### config.mk
export PLATFORM = sky130hd
export DESIGN_NAME = iob_eth_mii_loopback
export DESIGN_NICKNAME = d
export VERILOG_FILES = /design/src/rtl/iob_eth_mii_loopback.sv
export SDC_FILE = /design/constraint.sdc
export NUM_CORES = 1
export LEC_CHECK = 0
export ABC_AREA = 1
export BUFFER_PORTS_ARGS = -buffer_cell sky130_fd_sc_hd__buf_2
export CORE_ASPECT_RATIO = 0.9
export CORE_MARGIN = 4
export CORE_UTILIZATION = 50
export DETAILED_ROUTE_END_ITERATION = 12
export PLACE_DENSITY = 0.75
export SETUP_SLACK_MARGIN = 0.3
export SYNTH_ARGS = -nofsm -noshare
export SYNTH_HDL_FRONTEND = slang
export SYNTH_SLANG_ARGS = --single-unit
### constraint.sdc
create_clock -name clk_i -period 6.69 [get_ports clk_i]
set_input_delay 2.007 -clock clk_i [delete_from_list [all_inputs] [get_ports clk_i]]
set_output_delay 2.007 -clock clk_i [all_outputs]
set_load 0.05 [all_outputs]
### src/rtl/iob_eth_mii_loopback.sv
// MII/GMII loopback channel model: TX beats are replayed on RX through a DELAY-stage
// register line, with frame drop, single-beat error injection and saturating statistics.
module iob_eth_mii_loopback #(
    parameter int DATA_W = 4,
    parameter int DELAY  = 1,
    parameter int CNT_W  = 16
) (
    input  logic              clk_i,
    input  logic              arst_n_i,
    input  logic              en_i,
    input  logic [DATA_W-1:0] tx_d_i,
    input  logic              tx_en_i,
    input  logic              tx_er_i,
    input  logic              drop_i,
    input  logic              inj_en_i,
    input  logic [CNT_W-1:0]  inj_idx_i,
    input  logic [DATA_W-1:0] inj_mask_i,
    input  logic              inj_flag_i,
    output logic [DATA_W-1:0] rx_d_o,
    output logic              rx_dv_o,
    output logic              rx_er_o,
    output logic [CNT_W-1:0]  frame_cnt_o,
    output logic [CNT_W-1:0]  drop_cnt_o,
    output logic [CNT_W-1:0]  err_cnt_o
);
    typedef enum logic [1:0] {IDLE = 2'd0, PASS = 2'd1, DROP = 2'd2} state_t;

    localparam logic [CNT_W-1:0] CNT_MAX  = {CNT_W{1'b1}};
    localparam logic [CNT_W-1:0] CNT_ZERO = {CNT_W{1'b0}};

    function automatic logic [CNT_W-1:0] sat_inc(input logic [CNT_W-1:0] v);
        logic [CNT_W-1:0] r;
        if (v == CNT_MAX) begin
            r = v;
        end else begin
            r = v + CNT_W'(1'b1);
        end
        return r;
    endfunction

    state_t                         state_r, state_s;
    logic                           wait_low_r, drop_pend_r;
    logic                           inj_arm_r, inj_flag_r;
    logic [CNT_W-1:0]               inj_idx_r, beat_r;
    logic [DATA_W-1:0]              inj_mask_r;
    logic [CNT_W-1:0]               frame_cnt_r, drop_cnt_r, err_cnt_r;
    logic                           start_s, start_pass_s, start_drop_s, beat_act_s, hit_s;
    logic                           arm_s, flag_s;
    logic [CNT_W-1:0]               idx_s, tgt_s;
    logic [DATA_W-1:0]              mask_s, d0_s;
    logic                           dv0_s, er0_s;
    logic [DELAY-1:0][DATA_W+1:0]   pipe_r;

    // Frame-start qualification; the start beat uses the live injection inputs
    always_comb begin
        start_s      = (state_r == IDLE) && tx_en_i && !wait_low_r;
        start_pass_s = start_s && en_i && !drop_pend_r;
        start_drop_s = start_s && en_i && drop_pend_r;
        beat_act_s   = ((state_r == PASS) && tx_en_i) || start_pass_s;
        if (start_s) begin
            idx_s = CNT_ZERO;
        end else begin
            idx_s = beat_r;
        end
        if (start_pass_s) begin
            arm_s  = inj_en_i;
            tgt_s  = inj_idx_i;
            mask_s = inj_mask_i;
            flag_s = inj_flag_i;
        end else begin
            arm_s  = inj_arm_r;
            tgt_s  = inj_idx_r;
            mask_s = inj_mask_r;
            flag_s = inj_flag_r;
        end
        hit_s = beat_act_s && arm_s && (idx_s == tgt_s);
    end

    // FSM state register
    always_ff @(posedge clk_i or negedge arst_n_i) begin
        if (!arst_n_i) begin
            state_r <= IDLE;
        end else begin
            state_r <= state_s;
        end
    end

    // FSM next-state logic
    always_comb begin
        state_s = state_r;
        case (state_r)
            IDLE: begin
                if (start_pass_s) begin
                    state_s = PASS;
                end else if (start_drop_s) begin
                    state_s = DROP;
                end else begin
                    state_s = IDLE;
                end
            end
            PASS, DROP: begin
                if (!tx_en_i) begin
                    state_s = IDLE;
                end else begin
                    state_s = state_r;
                end
            end
            default: state_s = IDLE;
        endcase
    end

    // FSM output: stage-0 tuple entering the delay line
    always_comb begin
        d0_s  = {DATA_W{1'b0}};
        dv0_s = 1'b0;
        er0_s = 1'b0;
        if (beat_act_s) begin
            dv0_s = 1'b1;
            if (hit_s) begin
                d0_s  = tx_d_i ^ mask_s;
                er0_s = tx_er_i | flag_s;
            end else begin
                d0_s  = tx_d_i;
                er0_s = tx_er_i;
            end
        end else begin
            d0_s  = {DATA_W{1'b0}};
            dv0_s = 1'b0;
            er0_s = 1'b0;
        end
    end

    // Frame bookkeeping; wait_low_r blocks restarts until tx_en has been seen low
    always_ff @(posedge clk_i or negedge arst_n_i) begin
        if (!arst_n_i) begin
            wait_low_r  <= 1'b1;
            drop_pend_r <= 1'b0;
            beat_r      <= CNT_ZERO;
            inj_arm_r   <= 1'b0;
            inj_idx_r   <= CNT_ZERO;
            inj_mask_r  <= {DATA_W{1'b0}};
            inj_flag_r  <= 1'b0;
        end else begin
            if (!tx_en_i) begin
                wait_low_r <= 1'b0;
            end else if (start_s && !en_i) begin
                wait_low_r <= 1'b1;
            end
            drop_pend_r <= (drop_pend_r && !start_drop_s) || drop_i;
            if (tx_en_i) begin
                beat_r <= sat_inc(idx_s);
            end
            if (start_pass_s) begin
                inj_arm_r  <= inj_en_i && !hit_s;
                inj_idx_r  <= inj_idx_i;
                inj_mask_r <= inj_mask_i;
                inj_flag_r <= inj_flag_i;
            end else if (hit_s) begin
                inj_arm_r <= 1'b0;
            end
        end
    end

    // Saturating statistics counters
    always_ff @(posedge clk_i or negedge arst_n_i) begin
        if (!arst_n_i) begin
            frame_cnt_r <= CNT_ZERO;
            drop_cnt_r  <= CNT_ZERO;
            err_cnt_r   <= CNT_ZERO;
        end else begin
            if (start_pass_s) begin
                frame_cnt_r <= sat_inc(frame_cnt_r);
            end
            if (start_drop_s) begin
                drop_cnt_r <= sat_inc(drop_cnt_r);
            end
            if (hit_s) begin
                err_cnt_r <= sat_inc(err_cnt_r);
            end
        end
    end

    // Delay line; the last stage drives the RX pins directly
    always_ff @(posedge clk_i or negedge arst_n_i) begin
        if (!arst_n_i) begin
            for (int i = 0; i < DELAY; i++) begin
                pipe_r[i] <= {(DATA_W+2){1'b0}};
            end
        end else begin
            pipe_r[0] <= {dv0_s, er0_s, d0_s};
            for (int i = 1; i < DELAY; i++) begin
                pipe_r[i] <= pipe_r[i-1];
            end
        end
    end

    assign rx_dv_o     = pipe_r[DELAY-1][DATA_W+1];
    assign rx_er_o     = pipe_r[DELAY-1][DATA_W];
    assign rx_d_o      = pipe_r[DELAY-1][DATA_W-1:0];
    assign frame_cnt_o = frame_cnt_r;
    assign drop_cnt_o  = drop_cnt_r;
    assign err_cnt_o   = err_cnt_r;

endmodule

# Word level (Yosys, flattened, before mapping)
# Cells that the tools add are included.
# word_totals
register_bits,96
output_inout_bits,54
wordCells,73
# classes
muxes,19
n_eq_ne,9
reduce_logical,24
bitwise_logic,5
addsub,4
# op_table
operator,count
adder 16 x 1 -> 16 bit (second input constant),4
equality test 16 bit (second input constant),4
2-to-1 mux 16 bit,3
equality test 16 bit,1
2-to-1 mux 4 bit,3
logical AND 1 bit,11
2-to-1 mux 1 bit,9
2-to-1 mux 2 bit,3
AND reduction 2 bit,3
logical NOT 1 bit,5
case mux 2 bit (2 select lines),1
XOR 4 bit,1
NOT 1 bit,3
equality test 2 x 1 -> 1 bit (second input constant),1
equality test 2 bit (second input constant),1
logical NOT 2 bit,1
logical OR 1 bit,2
!= test 2 x 1 -> 1 bit (second input constant),1
!= test 2 bit (second input constant),1
nonzero test 2 bit,1
OR reduction 2 bit,1
OR 1 bit,1

# Logic depth before layout (Yosys ltp)
# Gate-level depths: netlist (run 1).
# depth
word_depth,11
depth_mapped,17

# Worst setup path before layout (run 1)
# OpenSTA, ideal clock, no wires.
# synth_timing
path_type,input-to-reg
from,in tx_en_i
to,reg beat_r[9]
required_time_ns,6.574
setup_slack_ns,2.944
arrival_time_ns,3.630
cell_stages,16
path_buffers,2
setup_ns,0.116
cell_sequence,buf_6 -> nand2_4 -> nor2_8 -> buf_12 -> nor2_2 -> ha_1 -> nand3_1 -> nor2_1 -> nand4_1 -> nor2_1 -> nor2_1 -> nand2_1 -> nor2_1 -> nand2_1 -> nand2_1 -> nand2_1
# synth_via
elab_chain_len,5
word_cells_on_any_way,6
cone_classes,add/sub (1); eq/ne (1); mux (2); reduce/logical (2)
# synth_rtl
item,line,source
"start, declared",12,"input logic tx_en_i,"
logical AND 1 bit (2 in a row),56,start_s = (state_r == IDLE) && tx_en_i && !wait_low_r;
2-to-1 mux 16 bit,60,if (start_s) begin
adder 16 x 1 -> 16 bit or equality test 16 bit (tied branches),"36, 33",
2-to-1 mux 16 bit,33,if (v == CNT_MAX) begin
"end signal, assigned",151,beat_r <= sat_inc(idx_s);
"end, declared",44,"logic [CNT_W-1:0] inj_idx_r, beat_r;"
# Parallel ways exist; a longest one is shown, timed or not.
# A chain may end at the register's enable or synchronous reset.

# Final worst setup path (run 1)
# layout_timing
from,in tx_en_i
to,"reg err_cnt_r[5], in the netlist err_cnt_o[5]"
# layout_via
elab_chain_len,8
word_cells_on_any_way,13
cone_classes,eq/ne (1); mux (3); reduce/logical (9)
# layout_rtl
item,line,source
logical AND 1 bit (2 in a row),56,
logical AND 1 bit (2 in a row),57,start_pass_s = start_s && en_i && !drop_pend_r;
2-to-1 mux 16 bit (tied with other cells),n/a,
equality test 16 bit or logical AND 1 bit (tied branches),76,hit_s = beat_act_s && arm_s && (idx_s == tgt_s);
logical AND 1 bit *,76,
AND reduction 2 bit (no line) *,n/a,
"end signal, assigned",178,err_cnt_r <= sat_inc(err_cnt_r);
"end, declared",46,"logic [CNT_W-1:0] frame_cnt_r, drop_cnt_r, err_cnt_r;"
# Every way passes the cells marked *; elsewhere a longest branch is shown, timed or not.

==> results of run 1 <==
## worst max-delay path: cells and delay by family
kind / cells / cell delay, ns
buffers and inverters: 2 / 0.49
and+or+nand+nor: 11 / 2.20
AOI/OAI and AO/OA: 1 / 0.08
## through the flow
step	power (W)	hold slack, ns	instances
final	0.00179	0.478	900
after global routing	0.00190	0.514	900
after CTS	0.00180	0.483	900
after detailed placement	0.00123	0.469	884
after global placement	0.00122	0.462	884
after floorplan	0.00111	0.445	677
## cell usage after synthesis, types with 6 or more instances
cell | n | area (sq um)
inv_1 | 89 | 334
nor2_1 | 64 | 240
nand2_1 | 172 | 646
nand3_1 | 49 | 245
ha_1 | 6 | 75.1
xor2_1 | 40 | 350
nand4_1 | 37 | 231
o21ai_0 | 8 | 40.0
o21ai_2 | 13 | 114
dfrtp_1 | 95 | 2380
a21oi_1 | 6 | 30.0
xnor2_1 | 18 | 158
nor3_1 | 13 | 65.1
nand2_2 | 19 | 119
nor2_2 | 7 | 43.8
## how the worst max path moves through the flow
| stage | cells past startpoint | to |
|---|---|---|
| floorplan | 16 | beat_r[9]$_DFFE_PN0P_ |
| global placement | 14 | err_cnt_o[13]$_DFFE_PN0P_ |
| detailed placement | 14 | err_cnt_o[9]$_DFFE_PN0P_ |
| CTS | 14 | err_cnt_o[5]$_DFFE_PN0P_ |
| global route | 14 | err_cnt_o[5]$_DFFE_PN0P_ |
| finish | 14 | err_cnt_o[5]$_DFFE_PN0P_ |
## cell families after synthesis
kind of cell | count (synthesis)
xor gates and xnor gates | 58
adders and majority gates | 6
AOI/OAI and AO/OA | 32
and+or+nand+nor | 380
buffers and inverters | 103
muxes | 2
DFF | 96
## sequential cells by signal (all words and copies together) (netlist names)
name,cells
inj_idx_r,16
state_r,2
drop_cnt_o,16
pipe_r,6
inj_arm_r,1
drop_pend_r,1
frame_cnt_o,16
err_cnt_o,16
inj_flag_r,1
inj_mask_r,4
beat_r,16
wait_low_r,1
## power breakdown
group          internal (W)  total [W]  leakage (nW)  switching [W]
Sequential         0.000665   0.000715          1.26      0.0000494
Combinational      0.000152   0.000511          1.89       0.000359
Clock              0.000339   0.000565         0.163       0.000225
Total               0.00116    0.00179          3.31       0.000634
## final cells by class
type | instances | area, sq um
clock inverter | 6 | 91.3
multi-input combinational | 478 | 2620
inverter | 91 | 342
clock buffer | 10 | 239
fill | 986 | 4460
timing repair buffer | 86 | 435
sequential | 96 | 2400
tap | 133 | 166
## routing by layer
layer	wire length [microns]	share of wire
met5	13	0.0010
met4	268	0.021
met3	805	0.063
met1	5700	0.44
met2	6050	0.47
==> out/results.txt, run 1 <==
status - complete, no violations
worst-path maximum fanout - 31
mux contribution to synthesized area - 0.00411
Post-Syn Nets - 715
Max-Slew Margin vs Limit - 0.418
drc violations - 0
Cell Rows - 36
Worst Path Required - 6.92 ns
Hold Path Stages - 1
CTS max path bufs - 2
met2 usage - 0.344
final number of max-transition violations - 0
slowest stage delay, CP - 0.43 ns
Cell variety after synth - 38
initial DRC count - 379
CP startpoint kind - input pin
Worst path slowest cell - nand3_4
WL/cell - 14.3 microns
reg2reg path depth - 15
beginning of the critical path - tx_en_i
commonest non-fill, non-tap cell in the layout - nand2_1
CTS tree - done
Top Ports - 86
via density per instance - 5.16
R2R Path Start - state_r[0]$_DFFE_PN0P_
Crit Reg-Reg Endpoint - err_cnt_o[5]$_DFFE_PN0P_
fraction of layout cells with a size suffix above 1 - 0.205
Post-DP Area - 5970 sq um
Yosys Warn Count - 0
GRT Total Usage - 0.212
overflow left after global routing - 0
# port buffers - 85
PostCTS Resize Cnt - 0
Post-CTS Hold Buffers - 0
async set-reset flop share out of synthesis - 1.00
Compound-Gate Fraction of Synth Area - 0.0399
global-route wire length before repair - 21,700 microns
P per Cell Area - 284 nW/um^2
Final setup viols - 0
largest family of logic cells by synthesized area - simple AND/OR/NAND/NOR gates
Initial Utilization - 0.510
crit path DAT - 4.82 ns
Tightest Pin Transition - 0.873 ns
most used cell, CP - nand2_1
Clk pin slew, worst setup/hold paths - 0.06 ns
flop2flop setup slack - 3.30 ns
Setup Skew - 0.0103 ns
Post-Synth Simple-Gate Area - 0.328
Seq cells post-synth - 96
maxcap violations - 0
Mapped Area - 5490 sq um
area grow syn2layout - 14.9%
Main synth FF type - dfrtp_1
remaining antenna violation count - 0
H-Tree Depth - 3
CTS Sinks - 96
Worst Setup End Kind - flop
Final period util - 0.686
worst path cell trace - buf_2, nand2_4, nor2_8, nand3_4, inv_2, nand2_1, nand3_1, nand2_1, nor2_1, nand2_1, nor2_4, nand4_4, nand2_1, o21ai_2
Die Span X - 118 microns
final worst setup slack - 2.10 ns
fin area - 6300 sq um
Antenna Cells - 0
HP Class - flop to flop
Post-synth EDFFs - 0
drt total wl - 12,800 microns
nets - 800
Via Count - 4,648
Synth Area in Adders - 0.0137
final core utilization - 0.585
maximum number of pins on one net before global-route repair - 70
crit path time final - 4.59 ns
HP Start - drop_pend_r$_DFF_PN0_
post-synthesis instance total - 677
GP Congestion - 0.924
drt pass-1 iters - 5
Hold Fails Final Rpt - 0
average cell area after synthesis - 8.10 sq um
pre-CTS WS - 1.77 ns
total setup buffers inserted after CTS - 0
fmax - 218 MHz
P_leak - 3.31 nW
number of global-route vias before repair - 4,548
RSZ-0062 raised after global routing - no
clock root cell - clkbuf_16
grt met1 use - 0.273
Max VDD drop - 0.284 mV
Synth Area in XOR/XNOR - 0.0926
Top Usage Layer GRT - met2
Post-Route Setup TNS - 0 ns
CTS buffer count - 9
initial antenna violation count - 1
commonest cells after routing, fill and taps aside - nand2_1, dfrtp_1, inv_1
clk_lat worst skew - 0.36 ns
Global Route met3 Usage - 0.0604
post-DP HPWL - 9700 microns
WHS Endpoint - drop_pend_r$_DFF_PN0_
register area share after synthesis - 0.438
die area - 12,700 sq um
Crit Path Category - input pin to flop
core area - 10,800 sq um
die height - 107 microns
Note: power is estimated with default switching activity, not from simulation.
==> inputs of run 2 (changes only) <==
- clock period: 6.69 -> 4.4 ns (I/O delays scaled with it)
==> out/results.txt, run 2 (synthesized netlist as in run 1, its figures left out) <==
Cell Rows - 36
die height - 107 microns
total setup buffers inserted after CTS - 0
Crit path max-delay family - simple AND/OR/NAND/NOR gates
# port buffers - 85
Worst Path Required - 4.63 ns
maxcap violations - 0
R2R Path Start - drop_pend_r$_DFF_PN0_
Post-CTS Hold Buffers - 0
commonest cells after routing, fill and taps aside - nand2_1, dfrtp_1, inv_1
WHS Endpoint - drop_pend_r$_DFF_PN0_
flop2flop setup slack - 1.13 ns
Hold Fails Final Rpt - 0
crit path DAT - 3.94 ns
CTS Sinks - 96
drc violations - 0
CP startpoint kind - input pin
final number of max-transition violations - 0
worst-path maximum fanout - 30
die area - 12,700 sq um
Tightest Pin Transition - 1.05 ns
HP Class - flop to flop
GRT Total Usage - 0.218
drt pass-1 iters - 5
Crit Path Category - input pin to flop
core area - 10,800 sq um
Via Count - 4,727
Die Span X - 118 microns
Post-Route Setup TNS - 0 ns
Setup Skew - 0.00736 ns
worst path cell trace - buf_2, nand2_4, nor2_8, buf_4, inv_1, nand2_1, nand3b_1, nand2_1, nor2_1, nand2_1, nor2_4, nand4_4, nand2_1, o21ai_2
crit path time final - 3.71 ns
Worst path slowest cell - nand4_4
CTS tree - done
reg2reg path depth - 12
H-Tree Depth - 3
slowest stage delay, CP - 0.43 ns
CTS buffer count - 9
remaining antenna violation count - 0
Top Ports - 86
Final setup viols - 0
Final period util - 0.843
RSZ-0062 raised after global routing - no
Max-Slew Margin vs Limit - 0.303
Antenna Cells - 0
nets - 802
via density per instance - 5.24
global-route wire length before repair - 22,300 microns
commonest non-fill, non-tap cell in the layout - nand2_1
initial antenna violation count - 1
clock root cell - clkbuf_16
Fin Hold WS - 0.481 ns
initial DRC count - 401
PostCTS Resize Cnt - 0
P_leak - 3.31 nW
maximum number of pins on one net before global-route repair - 84
Hold Path Stages - 1
WL/cell - 14.4 microns
status - complete, no violations
P per Cell Area - 430 nW/um^2
CP bufs+invs - 3
drt total wl - 13,000 microns
CTS max path bufs - 2
Max VDD drop - 0.449 mV
number of global-route vias before repair - 4,660
Clk pin slew, worst setup/hold paths - 0.06 ns
clk_lat worst skew - 0.35 ns
area grow syn2layout - 15.0%
overflow left after global routing - 0
most used cell, CP - nand2_1
GP Congestion - 0.933
fmax - 270 MHz
fraction of layout cells with a size suffix above 1 - 0.207
post-DP HPWL - 9690 microns
Initial Utilization - 0.510
HP Start - drop_pend_r$_DFF_PN0_
Worst Setup End Kind - flop
Crit Reg-Reg Endpoint - err_cnt_o[13]$_DFFE_PN0P_
## run 2: cell count changes in the layout (fill, tap and decap cells not counted)
cell	change
buf_4	+2
clkbuf_8	-1
clkinv_2	+1
clkinv_4	-1
clkinvlp_4	+1
## run 2: layer usage
metal | up-vias | global-route usage | routed length [microns]
met4 | 2 | 0.0835 | 307
met1 | 2224 | 0.274 | 5660
li1 | 2326 | - | -
met2 | 144 | 0.361 | 6170
met3 | 31 | 0.0620 | 822
met5 | - | 0 | 19
## run 2: stage by stage
step	worst slack, ns	total power, W	instances	area (sq um)	util
floorplan	1.34	0.00169	677	5490	-
global placement	0.534	0.00186	886	5990	0.556
detailed placement	0.401	0.00188	886	5990	0.556
CTS	0.728	0.00274	902	6310	0.586
global route	0.405	0.00288	902	6310	0.586
finish	0.691	0.00271	902	6310	0.586
## run 2: area by class of cell
cell class	count	area, sq um
clock buffers	9	225
well taps	133	166
flip-flops and latches	96	2400
fillers	969	4460
multi-input cells	478	2620
clock inverters	7	95.1
inverters	91	342
repair buffers	88	450
## run 2: worst max path at each step
| stage | from | to | slack (ns) | cells past startpoint |
|---|---|---|---|---|
| final | tx_en_i | err_cnt_o[13]$_DFFE_PN0P_ | 0.69 | 14 |
| after global routing | en_i | err_cnt_o[13]$_DFFE_PN0P_ | 0.41 | 12 |
| after CTS | tx_en_i | err_cnt_o[13]$_DFFE_PN0P_ | 0.73 | 14 |
| after detailed placement | tx_en_i | err_cnt_o[13]$_DFFE_PN0P_ | 0.40 | 14 |
| after global placement | tx_en_i | err_cnt_o[11]$_DFFE_PN0P_ | 0.53 | 14 |
| after floorplan | tx_en_i | beat_r[9]$_DFFE_PN0P_ | 1.34 | 16 |
## run 2: worst reg2reg max path, delay by kind of cell, from the launching register on
kind	cells	cell delay (ns)
flip-flops	1	0.37
AO/OA/AOI/OAI	1	0.07
buffers and inverters	2	0.90
AND/OR/NAND/NOR	9	1.82
## run 2: report_power, final
part	switching [W]	total, W	leakage, nW	internal (W)
clock network	0.000348	0.000847	0.156	0.000499
logic	0.000547	0.000780	1.90	0.000233
registers	0.0000755	0.00109	1.26	0.00101
